File: src/rtl/gray_pkg.sv
// Shared Gray-code helpers and constants for the Gray counter slice.
// Functions work on GRAY_W_MAX-bit zero-extended values; callers size back.
package gray_pkg;

  localparam int GRAY_W_DEFAULT = 4;
  localparam int GRAY_W_MAX     = 32;

  typedef logic [GRAY_W_MAX-1:0] gvec_t;

  typedef enum logic [1:0] {
    OP_HOLD  = 2'd0,
    OP_CLR   = 2'd1,
    OP_LOAD  = 2'd2,
    OP_COUNT = 2'd3
  } gray_op_e;

  function automatic gvec_t bin2gray(input gvec_t b);
    return b ^ (b >> 1);
  endfunction

  // True when exactly one bit differs between two adjacent Gray words.
  function automatic logic gray_popcount_one(input gvec_t x);
    return (x != '0) && ((x & (x - gvec_t'(1))) == '0);
  endfunction

endpackage

File: src/rtl/gray_code_counter_bin_to_gray.sv
// Combinational binary-to-Gray encoder; inverse of gray_to_binary.
// Ports: bin (WIDTH in), gray (WIDTH out). WIDTH <= GRAY_W_MAX.
module bin_to_gray
  import gray_pkg::*;
#(
  parameter int WIDTH = GRAY_W_DEFAULT
) (
  input  logic [WIDTH-1:0] bin,
  output logic [WIDTH-1:0] gray
);

  gvec_t bin_ext;
  gvec_t gray_ext;

  always_comb begin
    bin_ext  = gvec_t'(bin);
    gray_ext = bin2gray(bin_ext);
    gray     = gray_ext[WIDTH-1:0];
  end

endmodule

File: src/rtl/gray_code_counter.sv
// Up/down binary counter with registered Gray image, wrap pulse and
// optional sticky adjacency checker (enable with GRAY_CNT_CHECK_EN).
// Ports: clk, rst_n, clr, load, load_bin, en, up -> bin, gray, wrap, err.
module gray_code_counter
  import gray_pkg::*;
#(
  parameter int WIDTH = GRAY_W_DEFAULT
) (
  input  logic             clk,
  input  logic             rst_n,
  input  logic             clr,
  input  logic             load,
  input  logic [WIDTH-1:0] load_bin,
  input  logic             en,
  input  logic             up,
  output logic [WIDTH-1:0] bin,
  output logic [WIDTH-1:0] gray,
  output logic             wrap,
  output logic             err
);

  localparam logic [WIDTH-1:0] BIN_MAX = '1;
  localparam logic [WIDTH-1:0] BIN_ONE = WIDTH'(1);

  gray_op_e         op;
  logic [WIDTH-1:0] bin_q, bin_d;
  logic [WIDTH-1:0] gray_q, gray_d;
  logic             wrap_q, wrap_d;

  always_comb begin
    op = OP_HOLD;
    if (clr)       op = OP_CLR;
    else if (load) op = OP_LOAD;
    else if (en)   op = OP_COUNT;
  end

  always_comb begin
    bin_d  = bin_q;
    wrap_d = 1'b0;
    unique case (op)
      OP_CLR:  bin_d = '0;
      OP_LOAD: bin_d = load_bin;
      OP_COUNT: begin
        if (up) begin
          bin_d  = bin_q + BIN_ONE;
          wrap_d = (bin_q == BIN_MAX);
        end else begin
          bin_d  = bin_q - BIN_ONE;
          wrap_d = (bin_q == '0);
        end
      end
      default: bin_d = bin_q;
    endcase
  end

  // Gray is encoded from the next value so it lands on the same edge as bin.
  bin_to_gray #(
    .WIDTH (WIDTH)
  ) u_enc (
    .bin  (bin_d),
    .gray (gray_d)
  );

  always_ff @(posedge clk or negedge rst_n) begin
    if (!rst_n) begin
      bin_q  <= '0;
      gray_q <= '0;
      wrap_q <= 1'b0;
    end else begin
      bin_q  <= bin_d;
      gray_q <= gray_d;
      wrap_q <= wrap_d;
    end
  end

  assign bin  = bin_q;
  assign gray = gray_q;
  assign wrap = wrap_q;

`ifdef GRAY_CNT_CHECK_EN
  logic [WIDTH-1:0] gray_prev_q, gray_prev_d;
  logic             step_q, step_d;
  logic             err_q, err_d;
  logic             adj_ok;

  always_comb begin
    adj_ok      = gray_popcount_one(gvec_t'(gray_prev_q ^ gray_q));
    step_d      = (op == OP_COUNT);
    gray_prev_d = gray_q;
    err_d       = err_q;
    if (clr)
      err_d = 1'b0;
    else if (step_q && !adj_ok)
      err_d = 1'b1;
  end

  always_ff @(posedge clk or negedge rst_n) begin
    if (!rst_n) begin
      gray_prev_q <= '0;
      step_q      <= 1'b0;
      err_q       <= 1'b0;
    end else begin
      gray_prev_q <= gray_prev_d;
      step_q      <= step_d;
      err_q       <= err_d;
    end
  end

  assign err = err_q;
`else
  assign err = 1'b0;
`endif

endmodule

File: config.mk
export PLATFORM = sky130hd
export DESIGN_NAME = gray_code_counter
export DESIGN_NICKNAME = d
export VERILOG_FILES = /design/src/rtl/gray_pkg.sv /design/src/rtl/gray_code_counter_bin_to_gray.sv /design/src/rtl/gray_code_counter.sv
export SDC_FILE = /design/constraint.sdc
export NUM_CORES = 1
export LEC_CHECK = 0
export ABC_AREA = 1
export BUFFER_PORTS_ARGS = -buffer_cell sky130_fd_sc_hd__buf_2
export CAP_MARGIN = 10
export CORE_AREA = 4 4 41 43
export DETAILED_ROUTE_END_ITERATION = 10
export DIE_AREA = 0 0 45 47
export HOLD_SLACK_MARGIN = 0.05
export PLACE_DENSITY = 0.69
export SKIP_LAST_GASP = 1
export SYNTH_ARGS = -nofsm -noshare
export SYNTH_HDL_FRONTEND = slang
export SYNTH_SLANG_ARGS = --single-unit
File: constraint.sdc
create_clock -name clk -period 4.08 [get_ports clk]
set_input_delay 0.204 -clock clk [delete_from_list [all_inputs] [get_ports clk]]
set_output_delay 0.204 -clock clk [all_outputs]
set_load 0.01 [all_outputs]
# ---- Word-level counts from Yosys, hierarchy flattened
# Index checks and enable logic that the tools add are counted.
dict set report op_classes {
  n_addsub 2
  n_eq_ne 4
  mux 7
  reduce_logical 1
  bitwise 1
}
# operator count
set op_table {}
lappend op_table {{$pmux W4 S3} 1}
lappend op_table {{$mux W2} 3}
lappend op_table {{$add A4 B1 Y4 const B} 1}
lappend op_table {{$eq A2 B2 Y1 const B} 2}
lappend op_table {{$eq A4 B4 Y1 const B} 1}
lappend op_table {{$logic_not A4 Y1} 1}
lappend op_table {{$mux W4} 1}
lappend op_table {{$sub A4 B1 Y4 const B} 1}
lappend op_table {{$xor A4 B3 Y4} 1}
lappend op_table {{$eq A2 B1 Y1 const B} 1}
lappend op_table {{$mux W1} 2}
dict set report word_totals {
  ff_bits 9
  elab_cells 18
  inputBits 10
}

# ---- Logic depth before layout (Yosys ltp)
dict set report logic_depth {
  word_depth 6
  ltp_mapped 10
}

# ---- By module
# From an unflattened synthesis, not the netlist that was laid out.
dict set report unflattened {
  hier_cells 69
  hier_area_um2 534.3
}
# mod cells_each area_per_inst_um2 seq_area_each_um2 instances
set by_module_without_submodules {}
lappend by_module_without_submodules {gray_code_counter 55 478.0 225.2 1}
lappend by_module_without_submodules {bin_to_gray 14 56.3 0.0 1}

# ---- Worst setup path before layout
# OpenSTA, ideal clock, no wires.
dict set report synth_path {
  kind {flip-flop to flip-flop}
  start {reg bin_q[0] (netlist: bin[0])}
  end {reg gray_q[0] (netlist: gray[0])}
  arrival_ns 1.340
  path_stages_with_launch 8
  path_buffers 0
  slack_ns 2.617
  setup_time_ns 0.123
  required_ns 3.957
  cell_sequence {dfrtp_1 -> inv_1 -> fa_1 -> inv_1 -> nand2_2 -> nand3b_2 -> nand2_2 -> xnor2_1}
}
dict set report synth_between {
  elab_chain_cells 4
  elab_cells_between_ends 5
}
# element line
set synth_rtl {}
lappend synth_rtl {{start: declaration} gray_code_counter.sv:26} ;# logic [WIDTH-1:0] bin_q, bin_d;
lappend synth_rtl {{start signal: assignment} gray_code_counter.sv:70} ;# bin_q <= bin_d;
lappend synth_rtl {{$sub A4 B1 Y4 or $add A4 B1 Y4 (tied branches)} {gray_code_counter.sv:48, gray_code_counter.sv:45}}
lappend synth_rtl {{$mux W4} gray_code_counter.sv:44} ;# if (up) begin
lappend synth_rtl {{$pmux W4 S3 (*)} gray_code_counter.sv:40} ;# unique case (op)
lappend synth_rtl {{$xor A4 B3 Y4 (*)} gray_pkg.sv:18} ;# return b ^ (b >> 1);
lappend synth_rtl {{via gray_d[0]} gray_code_counter.sv:27} ;# logic [WIDTH-1:0] gray_q, gray_d;
lappend synth_rtl {{end signal: assignment} gray_code_counter.sv:71} ;# gray_q <= gray_d;
lappend synth_rtl {{end: declaration} gray_code_counter.sv:27}
# Mark *: on every way through the listed nets, which the timed path passes. The rest lies on a longest branch.

# ---- Final worst setup path
dict set report layout_path {
  start {reg bin_q[0] (netlist: bin[0])}
  end {reg gray_q[2] (netlist: gray[2])}
}
dict set report layout_between {
  elab_chain_cells 4
  elab_cells_between_ends 5
}
# element line
set layout_rtl {}
lappend layout_rtl {{$sub A4 B1 Y4 or $add A4 B1 Y4 (tied branches)} {gray_code_counter.sv:48, gray_code_counter.sv:45}}
lappend layout_rtl {{$mux W4 (*)} gray_code_counter.sv:44}
lappend layout_rtl {{$pmux W4 S3 (*)} gray_code_counter.sv:40}
lappend layout_rtl {{via bin_d[2]} gray_code_counter.sv:26}
lappend layout_rtl {{$xor A4 B3 Y4 (*)} gray_pkg.sv:18}
lappend layout_rtl {{via gray_d[2]} gray_code_counter.sv:27}
# Marks and branches as above.

==> metrics.md <==
| Metric | Value |
|---|---|
| Max Root-Sink Buffers | `2` |
| Synth Instances | `65` |
| Max H-tree Level | `1` |
| Post-route antenna net violation count | `0` |
| Postcts setup bufs | `0` |
| Largest net degree at the start of global routing | `9` |
| Pwr/cell area | `330 mW/mm^2` |
| CTS tree | `yes` |
| 1st-pass router iterations | `4` |
| CP Cell Sequence | `inv_1 > fa_1 > xnor2_1 > nand2_1 > nand3_2 > inv_1 > nand2_1 > nand2_1` |
| Crit-path slowest cell | `dfrtp_1` |
| GRT overflow | `0` |
| Period utilization | `0.379` |
| Final Worst Setup Slack | `2.53 ns` |
| Vias | `481` |
| Critical path's top delay family | `flip-flops` |
| VDD IR max | `0.138 mV` |
| GRT Util Overall | `0.117` |
| Die Footprint | `0.00212 mm^2` |
| Hold WS | `0.215 ns` |
| DRC viols | `0` |
| Top post-synthesis cells by area | `dfrtp_1 (38%), nand2_1 (14%), inv_1 (5.0%)` |
| Sink Count | `8` |
| DR vias/cell | `4.81` |
| Initial antenna violation count | `0` |
| Area leader, netlist | `dfrtp_1` |
| # IOs | `20` |
| Max Cap Viol | `0` |
| Initial Utilization | `0.405` |
| Final min period | `1.55 ns` |
| Final Max Slew Viols | `0` |
| Initial DRC count | `12` |
| WP data required | `4.22 ns` |
| Layout filler cell count | `148` |
| Syn Std Cell Area | `527 um^2` |
| CP bufs+invs | `2` |
| Routability cong. | `0.920` |
| Unrepaired setup endpoints after global routing | `false` |
| Max incr delay on CP | `0.44 ns` |
| FMAX | `647 MHz` |
| Max FO, Critical Path | `6` |
| Crit Path Class | `reg -> reg` |
| Placeable Area | `0.00130 mm^2` |
| CTS Root Cell | `clkbuf_4` |
| Final hold violation count | `0` |
| Ant diodes | `0` |
| Status | `complete, no violations` |
| Worst-skew pair later-pin latency | `0.25 ns` |
| Seq cells post-synth | `8` |
| Layout cells sized above 1 | `0.365` |
| CTS buffer count | `3` |
| Final number of setup-violating endpoints | `0` |
| Crit path DAT | `1.69 ns` |
| Area growth from synthesis to layout | `24.0%` |
| Die width | `45 um` |
| P_leak | `0.369 nW` |
| Post-place setup slack | `2.55 ns` |
| Port bufs | `18` |
| Setup TNS | `0 ns` |
| FP Rows | `13` |
| Register area share after synthesis | `0.380` |
| Hold Path Class | `in -> reg` |
| Mean Syn Cell Area | `8.10 um^2` |
| CTS clk-pin slew, worst paths | `0.05 ns` |
| Global-route wire length before repair | `1770 um` |
| Worst path most repeated cell | `nand2_1` |
| Syn. warnings | `0` |
| Vias in the first global route | `447` |
| Startpoint types | `register` |
| Count of cell types in the netlist | `21` |
| Detailed Place HPWL | `948 um` |
| CP endpoint kind | `register` |
| Synth top area share | `0.380` |
| DRT Wirelength | `1150 um` |
| Post-Synthesis Net Count | `78` |
| Post-layout util | `0.502` |
| Nets@finish | `100` |
| Tot Pwr | `0.000215 W` |
| DIE HEIGHT | `47 um` |
| Clk_skew | `0.000106 ns` |
| Mean routed wirelength per cell | `11.5 um` |
[cell families (layout without fill, tap and decap cells)]
group / after synthesis / after routing / synth area share
simple gates: 38 / 38 / 0.371
buf+inv: 11 / 31 / 0.0926
flops: 8 / 8 / 0.380
fa+ha+maj: 3 / 3 / 0.0855
xor+xnor: 3 / 3 / 0.0499
other cells: 1 / 1 / 0.00712
compound gates: 1 / 1 / 0.0143
[routing by layer]
| layer | GRT usage | vias up | wire length [um] |
|---|---|---|---|
| met3 | 0.0153 | 2 | 85 |
| met2 | 0.206 | 21 | 577 |
| met4 | 0.0877 | 0 | 15 |
| li1 | - | 241 | - |
| met1 | 0.129 | 217 | 469 |
| met5 | 0 | - | 0 |
[flip-flops by register name, summed over array words and instances, names as in the netlist]
| name | count |
|---|---|
| bin | 4 |
| wrap | 1 |
| gray | 3 |
[layout make-up]
class	count	area (um^2)	share of cell area
Clock buffer	3	22.5	0.0345
Tap cell	15	18.8	0.0287
Timing Repair Buffer	19	100	0.153
Multi-Input combinational cell	46	278	0.425
Inverter	9	33.8	0.0517
Sequential cell	8	200	0.307
[cell usage after synthesis]
| master | number |
|---|---|
| nand3_2 | 2 |
| ha_1 | 2 |
| nor2_2 | 2 |
| o21a_1 | 1 |
| conb_1 | 1 |
| buf_4 | 2 |
| dfrtp_1 | 8 |
| or2_1 | 1 |
| fa_1 | 1 |
| nor4_1 | 1 |
| nor2_1 | 3 |
| nor3_2 | 1 |
| nand2_1 | 19 |
| nand4_1 | 1 |
| nand2_2 | 2 |
| nand3b_1 | 1 |
| xnor2_1 | 3 |
| inv_1 | 7 |
| inv_2 | 2 |
| nand3b_2 | 1 |
| nand3_1 | 4 |
[power by group]
part	total (W)	leakage, nW	switching, W	internal [W]
registers	0.0000949	0.103	0.00000650	0.0000884
clock network	0.0000596	0.0138	0.0000260	0.0000336
logic	0.0000609	0.252	0.0000348	0.0000261
total	0.000215	0.369	0.0000673	0.000148
[cells in the final DEF, fill, tap and decap left out]
cell	count
nand2_1	19
nand3_1	4
xnor2_1	3
o21a_1	1
dlygate4sd3_1	1
buf_2	18
inv_1	7
nand2_2	2
nand4_1	1
or2_1	1
nand3b_1	1
clkbuf_4	3
nand3b_2	1
nor2_2	2
nor3_2	1
conb_1	1
inv_2	2
nand3_2	2
dfrtp_1	8
fa_1	1
nor2_1	3
nor4_1	1
ha_1	2
[final timing paths]
path	start	to	slack, ns	cells after the start
worst max-delay path	bin[0]$_DFF_PN0_	gray[2]$_DFF_PN0_	2.53	8
worst min-delay path	load_bin[3]	bin[3]$_DFF_PN0_	0.22	3
worst max register to register	bin[0]$_DFF_PN0_	gray[2]$_DFF_PN0_	2.53	8
worst min register to register	bin[0]$_DFF_PN0_	bin[0]$_DFF_PN0_	0.65	2
max in group asynchronous	rst_n	gray[2]$_DFF_PN0_	3.59	2
min in group asynchronous	rst_n	bin[1]$_DFF_PN0_	0.32	2
[metrics by stage]
step / cells / instance area (um^2)
2_1_floorplan: 65 / 527
3_3_place_gp: 96 / 621
3_5_place_dp: 96 / 621
4_1_cts: 100 / 653
5_1_grt: 100 / 653
6_report: 100 / 653
[timing repair]
action,in CTS,in global routing
resized for setup,0,0
hold buffers,1,0
endpoints found under the hold margin,8,0
[worst min-delay path: stages]
cell	delay [ns]
buf_2	0.07
nand2_1	0.06
nand3_1	0.09
Power figures use the tool's default switching activity.
